==> src/rtl/pclk_word_clk_gen_if.sv <==
// PIPE clock-generator signal bundle: width select in, Word_CLK/PCLK/status out.
interface pclk_word_clk_gen_if;
  logic [5:0] DataBusWidth;
  logic       Word_CLK;
  logic       PCLK;
  logic       Width_Err;
  logic       Clk_Locked;

  modport master (output DataBusWidth, input Word_CLK, PCLK, Width_Err, Clk_Locked);
  modport slave  (input DataBusWidth, output Word_CLK, PCLK, Width_Err, Clk_Locked);
endinterface

==> src/rtl/pclk_word_clk_gen.sv <==
// Derives Word_CLK (WORD_DIV bits) and phase-aligned PCLK (R words) from Bit_CLK.
// Optional lock indication compiled in with CLKGEN_LOCK_EN; otherwise Clk_Locked is tied low.
module pclk_word_clk_gen #(
  parameter int WORD_DIV = 10
) (
  input  logic              Bit_CLK,
  input  logic              Rst_n,
  pclk_word_clk_gen_if.slave bus
);

  localparam int             CW   = $clog2(WORD_DIV);
  localparam logic [CW-1:0]  LAST = CW'(WORD_DIV - 1);
  localparam logic [CW-1:0]  HALF = CW'(WORD_DIV / 2);

  generate
    if (WORD_DIV < 4 || (WORD_DIV % 2) != 0) begin : g_param_chk
      $fatal(1, "pclk_word_clk_gen: WORD_DIV must be even and >= 4");
    end
  endgenerate

  logic [CW-1:0] word_cnt_q, word_cnt_d;
  logic [1:0]    phase_q, phase_d;
  logic [2:0]    ratio_q, ratio_d;
  logic          word_clk_q, word_clk_d;
  logic          pclk_q, pclk_d;
  logic          width_err_q, width_err_d;
  logic [2:0]    req_ratio;
  logic          width_ok;
  logic          word_wrap;
  logic          boundary;
  logic [31:0]   pclk_pos;
  logic [31:0]   pclk_half;

  // NOTE: every signal driven here gets a default first so no latch is inferred.
  always_comb begin
    req_ratio = 3'd1;
    width_ok  = 1'b1;
    case (bus.DataBusWidth)
      6'd8:    req_ratio = 3'd1;
      6'd16:   req_ratio = 3'd2;
      6'd32:   req_ratio = 3'd4;
      default: width_ok  = 1'b0;
    endcase
  end

  always_comb begin
    word_wrap  = (word_cnt_q == LAST);
    boundary   = word_wrap && (phase_q == 2'(ratio_q - 3'd1));
    word_cnt_d = word_wrap ? '0 : word_cnt_q + CW'(1);

    phase_d = phase_q;
    if (boundary)       phase_d = '0;
    else if (word_wrap) phase_d = phase_q + 2'd1;

    // Ratio only moves at a PCLK period boundary, so periods are never cut or stretched.
    ratio_d = ratio_q;
    if (boundary && width_ok) ratio_d = req_ratio;

    width_err_d = !width_ok;

    // Decoding next-state values makes outputs line up with the counter edge itself.
    word_clk_d = (word_cnt_d < HALF);
    pclk_pos   = 32'(phase_d) * 32'(WORD_DIV) + 32'(word_cnt_d);
    pclk_half  = 32'(ratio_d) * 32'(WORD_DIV / 2);
    pclk_d     = (pclk_pos < pclk_half);
  end

  // NOTE: sequential state uses non-blocking assignments so all flops update together.
  always_ff @(posedge Bit_CLK or negedge Rst_n) begin
    if (!Rst_n) begin
      word_cnt_q  <= LAST;
      phase_q     <= '0;
      ratio_q     <= 3'd1;
      word_clk_q  <= 1'b0;
      pclk_q      <= 1'b0;
      width_err_q <= 1'b0;
    end else begin
      word_cnt_q  <= word_cnt_d;
      phase_q     <= phase_d;
      ratio_q     <= ratio_d;
      word_clk_q  <= word_clk_d;
      pclk_q      <= pclk_d;
      width_err_q <= width_err_d;
    end
  end

  assign bus.Word_CLK  = word_clk_q;
  assign bus.PCLK      = pclk_q;
  assign bus.Width_Err = width_err_q;

`ifdef CLKGEN_LOCK_EN
  logic seen_q;
  logic lock_q;
  logic ratio_change;

  assign ratio_change = width_ok && (req_ratio != ratio_q);

  // seen_q marks that one boundary has passed, so the next one ends a full period.
  always_ff @(posedge Bit_CLK or negedge Rst_n) begin
    if (!Rst_n) begin
      seen_q <= 1'b0;
      lock_q <= 1'b0;
    end else if (boundary) begin
      seen_q <= 1'b1;
      lock_q <= ratio_change ? 1'b0 : seen_q;
    end
  end

  assign bus.Clk_Locked = lock_q;
`else
  assign bus.Clk_Locked = 1'b0;
`endif

endmodule

==> src/flat_wrapper.sv <==
// flat-port wrapper written by rule: the top's interface ports become plain ports
module pclk_word_clk_gen_flat 
#(
  parameter int WORD_DIV = 10
)
  (Bit_CLK, Rst_n, bus_DataBusWidth, bus_Word_CLK, bus_PCLK, bus_Width_Err, bus_Clk_Locked);
  pclk_word_clk_gen_if bus_i ();
  input  logic Bit_CLK;
  input  logic Rst_n;
  input wire logic [$bits(bus_i.DataBusWidth)-1:0] bus_DataBusWidth;
  output wire logic [$bits(bus_i.Word_CLK)-1:0] bus_Word_CLK;
  output wire logic [$bits(bus_i.PCLK)-1:0] bus_PCLK;
  output wire logic [$bits(bus_i.Width_Err)-1:0] bus_Width_Err;
  output wire logic [$bits(bus_i.Clk_Locked)-1:0] bus_Clk_Locked;
  assign bus_i.DataBusWidth = bus_DataBusWidth;
  assign bus_Word_CLK = bus_i.Word_CLK;
  assign bus_PCLK = bus_i.PCLK;
  assign bus_Width_Err = bus_i.Width_Err;
  assign bus_Clk_Locked = bus_i.Clk_Locked;
  pclk_word_clk_gen #(.WORD_DIV(WORD_DIV)) u_core (.Bit_CLK(Bit_CLK), .Rst_n(Rst_n), .bus(bus_i));
endmodule
==> config.mk <==
export PLATFORM = sky130hd
export DESIGN_NAME = pclk_word_clk_gen_flat
export DESIGN_NICKNAME = d
export VERILOG_FILES = /design/src/rtl/pclk_word_clk_gen_if.sv /design/src/rtl/pclk_word_clk_gen.sv /design/src/flat_wrapper.sv
export SDC_FILE = /design/constraint.sdc
export NUM_CORES = 1
export LEC_CHECK = 0
export BUFFER_PORTS_ARGS = -buffer_cell sky130_fd_sc_hd__buf_2
export CAP_MARGIN = 20
export CORE_MARGIN = 4
export CORE_UTILIZATION = 50
export DETAILED_ROUTE_END_ITERATION = 12
export GPL_TIMING_DRIVEN = 0
export PLACE_DENSITY = 0.78
export SLEW_MARGIN = 15
export SYNTH_ARGS = -nofsm -noshare
export SYNTH_HDL_FRONTEND = slang
export SYNTH_SLANG_ARGS = --single-unit
==> constraint.sdc <==
create_clock -name Bit_CLK -period 6.3 [get_ports Bit_CLK]
set_input_delay 1.26 -clock Bit_CLK [delete_from_list [all_inputs] [get_ports Bit_CLK]]
set_output_delay 1.26 -clock Bit_CLK [all_outputs]
set_load 0.01 [all_outputs]
-- Word level (Yosys, flattened, before mapping)
Index checks and enable logic that the tools add are counted.
- word-level logic and storage cells: 29
- register bits: 12
- $mul: 2
- multiplexer cells: 6
- reduce and logical (&&, ||, !) cells: 4
- equal/unequal tests: 5
- add/subtract/negate cells: 4
- magnitude comparators: 2
- operators by type and width (kind ; count):
    < comparator 32 x 6 -> 1 bit ; 1
    adder 6 x 4 -> 7 bit ; 1
    == test 6 x 4 -> 1 bit, second input constant ; 1
    == test 6 x 5 -> 1 bit, second input constant ; 1
    == test 6 bit, second input constant ; 1
    multiplier 3 x 3 -> 6 bit, second input constant ; 1
    case mux 3 bit (2 select lines) ; 1
    multiplier 2 x 3 -> 5 bit, second input constant ; 1
    adder 4 x 1 -> 4 bit, second input constant ; 1
    == test 4 bit, second input constant ; 1
    < comparator 4 x 3 -> 1 bit, second input constant ; 1
    2-to-1 mux 2 bit ; 2
    2-to-1 mux 4 bit ; 1
    2-to-1 mux 3 bit ; 1
    OR reduction 3 bit ; 1
    adder 2 x 1 -> 2 bit, second input constant ; 1
    == test 2 bit ; 1
    logical AND 1 bit ; 2
    subtractor 2 x 1 -> 2 bit, second input constant ; 1
    zero test 1 bit ; 1
    2-to-1 mux 1 bit ; 1

-- Depth between registers and ports, before layout
- depth in word-level cells: 7
- gate-level depth with buffers: 16
- gate-level depth less buffers: 16

-- Least setup slack after synthesis
OpenSTA, ideal clock, no wires.
- path type: input port to flip-flop
- start: in bus_DataBusWidth[2]
- end: reg u_core.pclk_q, in the netlist u_core.bus.PCLK
- path buffers: 0
- arrival: 3.421 ns
- stages: 14
- library setup time: 0.118 ns
- slack: 2.761 ns
- data required time: 6.182 ns
- cells stage by stage: nor3_1 o211ai_1 or3_1 nand2_1 o21ai_0 ha_1 ha_1 ha_1 inv_1 ha_1 o211ai_1 nand2_1 o21ai_0 a21o_1
- cells in the longest elaborated chain, start to end: 7
- RTL lines (item ; line ; text):
    from (decl) ; flat_wrapper.sv:10 ; input wire logic [$bits(bus_i.DataBusWidth)-1:0] bus_DataBusWidth;
    == test 6 x 4 -> 1 bit, or another cell as far along ; pclk_word_clk_gen.sv:38 ; case (bus.DataBusWidth)
    OR reduction 3 bit (no line) ; -- ;
    2-to-1 mux 1 bit ; pclk_word_clk_gen.sv:38 ;
    logical AND 1 bit ; pclk_word_clk_gen.sv:57 ; if (boundary && width_ok) ratio_d = req_ratio;
    2-to-1 mux 3 bit * ; pclk_word_clk_gen.sv:57 ;
    via u_core.ratio_d[2] ; pclk_word_clk_gen.sv:23 ; logic [2:0] ratio_q, ratio_d;
    multiplier 3 x 3 -> 6 bit * ; pclk_word_clk_gen.sv:64 ; pclk_half = 32'(ratio_d) * 32'(WORD_DIV / 2);
    < comparator 32 x 6 -> 1 bit * ; pclk_word_clk_gen.sv:65 ; pclk_d = (pclk_pos < pclk_half);
    via u_core.pclk_d ; pclk_word_clk_gen.sv:25 ; logic pclk_q, pclk_d;
    to (signal assigned) ; pclk_word_clk_gen.sv:82 ; pclk_q <= pclk_d;
    to (decl) ; pclk_word_clk_gen.sv:25 ;
Mark *: on every way through the listed nets, which the timed path passes. The rest lies on a longest branch.

-- Final worst setup path
- start: in bus_DataBusWidth[2]
- end: reg u_core.pclk_q, in the netlist u_core.bus.PCLK
- cells in the longest elaborated chain, start to end: 7
- RTL lines (item ; line ; text):
    == test 6 x 4 -> 1 bit, or another cell as far along ; pclk_word_clk_gen.sv:38 ;
    OR reduction 3 bit (no line) ; -- ;
    2-to-1 mux 1 bit ; pclk_word_clk_gen.sv:38 ;
    logical AND 1 bit ; pclk_word_clk_gen.sv:57 ;
    2-to-1 mux 3 bit * ; pclk_word_clk_gen.sv:57 ;
    multiplier 3 x 3 -> 6 bit * ; pclk_word_clk_gen.sv:64 ;
    via u_core.pclk_half[0] ; pclk_word_clk_gen.sv:32 ; logic [31:0] pclk_half;
    < comparator 32 x 6 -> 1 bit * ; pclk_word_clk_gen.sv:65 ;
    via u_core.pclk_d ; pclk_word_clk_gen.sv:25 ;
Marked as above.

==> impl_metrics.toml <==
[status]
run_status = "completed"

[pwr]
ir_drop_mv = 0.138
p_total_mw = 0.214
powerDensity_nw_per_um2 = 223
leakage_nw = 0.508

[sta]
max_slew_margin_pct = 63.8
setup_viol = 0
fin_tns_setup_ns = 0
period_needed_ns = 3.62
max_freq_mhz = 276
rsz0062_at_grt = "no"
hold_viol = 0
drv_slew = 0
tightest_slew_ns = 0.528
clock_skew_ns = 0.00433
finalCritPeriodShare_pct = 57.4

[floorplanning]
dieHeight_um = 49.3
die-area_um2 = 2430
ios = 12
rows = 14
start_util_pct = 54.7
design.core.area_um2 = 1560
dieWidth_um = 49.3

[global_routing]
grt_pass1_wl_mm = 2.59
grt-ovfl-total = 0
grt_max_degree = 13
grt_usage_pct = 13.8
antenna_found_initial = 0
first_global_vias = 659

[place]
io_buffers = 10
placed_area_um2 = 922
dp_hpwl_mm = 1.18
place.gp.congestion = 0.720

[clock_network]
cts_buffers = 3
worstSkewPairLatency_ns = 0.27
path_clk_slew_ns = 0.08
cts_hold_buf = 0
cts.path.max_buffers = 2
cts-root-buf = "clkbuf_4"
clock-sinks = 12
cts_tree = "yes"
htree_levels = 1
cts_setup_buffers = 0
cts_resized = 0

[setup_path]
rr_startpoint = "u_core.word_cnt_q[0]"
crit_required_ns = 6.51
worstPathMaxFanout = 3
r2r_end = "u_core.bus.PCLK"
start_kind = "primary input"
crit_arrival_ns = 3.83
crit_start = "bus_DataBusWidth[2]"
worstSetupPathType = "in -> reg"
endpoint_kind = "register"
r2r.worst_path.cells = 14
cp-endpoint = "u_core.bus.PCLK"
r2r_slack_ns = 3.00

[finish]
fin_nets = 126
design_area_um2 = 958
drive_gt1_share_pct = 18.4
area_delta_synth_final_pct = 12.5
diodes = 0
final_cell_mix = "ha_1 (13), buf_2 (10), nand2_1 (9), dfrtp_1 (9), inv_1 (8)"
final_common_cell = "ha_1"
finish.utilization_pct = 61.5

[detailed_routing]
drtPass1Iterations = 4
wire_per_inst_um = 11.8
drc = 0
drt_iter0_drc = 4
drtAntennaViolNets = 0
wirelength_mm = 1.41
num_vias = 630
viasPerCell = 5.29

[synthesis]
avgSynthCellArea_um2 = 9.57
ys_seq_area_share_pct = 35.7
synth_area_um2 = 852
ys_seq_elements = 12
synth_nets = 111
synthCells = 89
yosys_warnings = 0
synth_cell_types = 27

[run]
max_cap_violations = 0

[min_path]
hold_class = "reg -> reg"
## cell type report
class	count	area, um2
fill	138	601
multi-input combinational	68	510
sequential	12	304
timing repair buffer	10	50.0
clock buffer	4	36.3
inverter	8	30.0
tap	16	20.0
buffer	1	7.51
## critical path, cell delays in order
cell	delay, ns
buf_2	0.10
nor3_1	0.24
o211ai_1	0.14
or3_1	0.43
a2bb2oi_1	0.31
ha_1	0.21
ha_1	0.14
ha_1	0.14
inv_1	0.04
ha_1	0.28
a21oi_1	0.19
nand2_1	0.09
o21ai_0	0.15
a21o_1	0.10
## per-layer routing
| metal | vias up | global-route usage [%] | wire [um] |
|---|---|---|---|
| li1 | 330 | - | - |
| met3 | 2 | 1.22 | 5 |
| met5 | - | 0 | 0 |
| met4 | 0 | 10.4 | 21 |
| met2 | 5 | 23.0 | 716 |
| met1 | 293 | 16.3 | 663 |
## synthesized netlist by cell type
cell	count	share of area, %
fa_1	1	2.3
a2bb2oi_1	1	1.0
mux2i_1	2	2.3
and2_1	2	1.5
nand3_1	1	0.59
nor2_1	5	2.2
nand2b_1	3	2.2
dfrtp_1	9	26
o21a_1	2	1.8
ha_1	13	19
nor3_1	1	0.59
a211oi_1	1	0.88
or2_1	1	0.73
dfstp_2	3	9.3
a21o_1	3	2.6
inv_1	8	3.5
buf_4	1	0.88
a21oi_1	4	2.3
nand2_1	9	4.0
nor2b_1	2	1.5
or3_1	1	0.73
xnor2_1	3	3.1
o211ai_1	2	1.8
conb_1	1	0.44
xor2_1	3	3.1
or4b_4	1	1.6
o21ai_0	6	3.5
## through the flow
step / hold WS [ns] / instances / setup WS (ns)
finish: 0.540 / 119 / 2.68
global route: 0.583 / 119 / 2.49
floorplan: 0.482 / 89 / 2.76
CTS: 0.545 / 119 / 2.71
global placement: 0.514 / 115 / 2.49
detailed placement: 0.533 / 115 / 2.42
## report_power, final
part	switching, mW	internal [mW]	total [mW]
Sequential	0.00370	0.0840	0.0877
Clock	0.0250	0.0351	0.0601
Combinational	0.0359	0.0304	0.0663
## logic make-up (layout without fill, tap and decap cells)
logic type               count (synthesis)  count (layout)  share of synthesized area [%]
buffers and inverters                    9              23                           4.41
other                                    1               1                          0.440
multiplexers                             2               2                           2.35
flip-flops                              12              12                           35.7
XOR/XNOR                                 6               6                           6.17
AND/OR/NAND/NOR                         26              26                           15.6
AO/OA/AOI/OAI                           19              19                           13.9
adder cells (fa/ha/maj)                 14              14                           21.4
## flip-flops by register name (all words and copies together), names as in the netlist
name and flops:
u_core.word_cnt_q 4, u_core.phase_q 2, u_core.bus.Width_Err 1, u_core.bus.PCLK 1, u_core.bus.Word_CLK 1, u_core.ratio_q 3
## worst min path at each step
stage	to	depth (start not counted)	startpoint	slack, ns
detailed placement	u_core.ratio_q[0]	2	u_core.ratio_q[0]	0.53
global placement	u_core.ratio_q[0]	2	u_core.ratio_q[0]	0.51
global route	u_core.ratio_q[0]	2	u_core.ratio_q[0]	0.58
CTS	u_core.ratio_q[0]	2	u_core.ratio_q[0]	0.54
floorplan	u_core.ratio_q[0]	2	u_core.ratio_q[0]	0.48
finish	u_core.ratio_q[0]	2	u_core.ratio_q[0]	0.54
(Power assumes the default switching activity.)
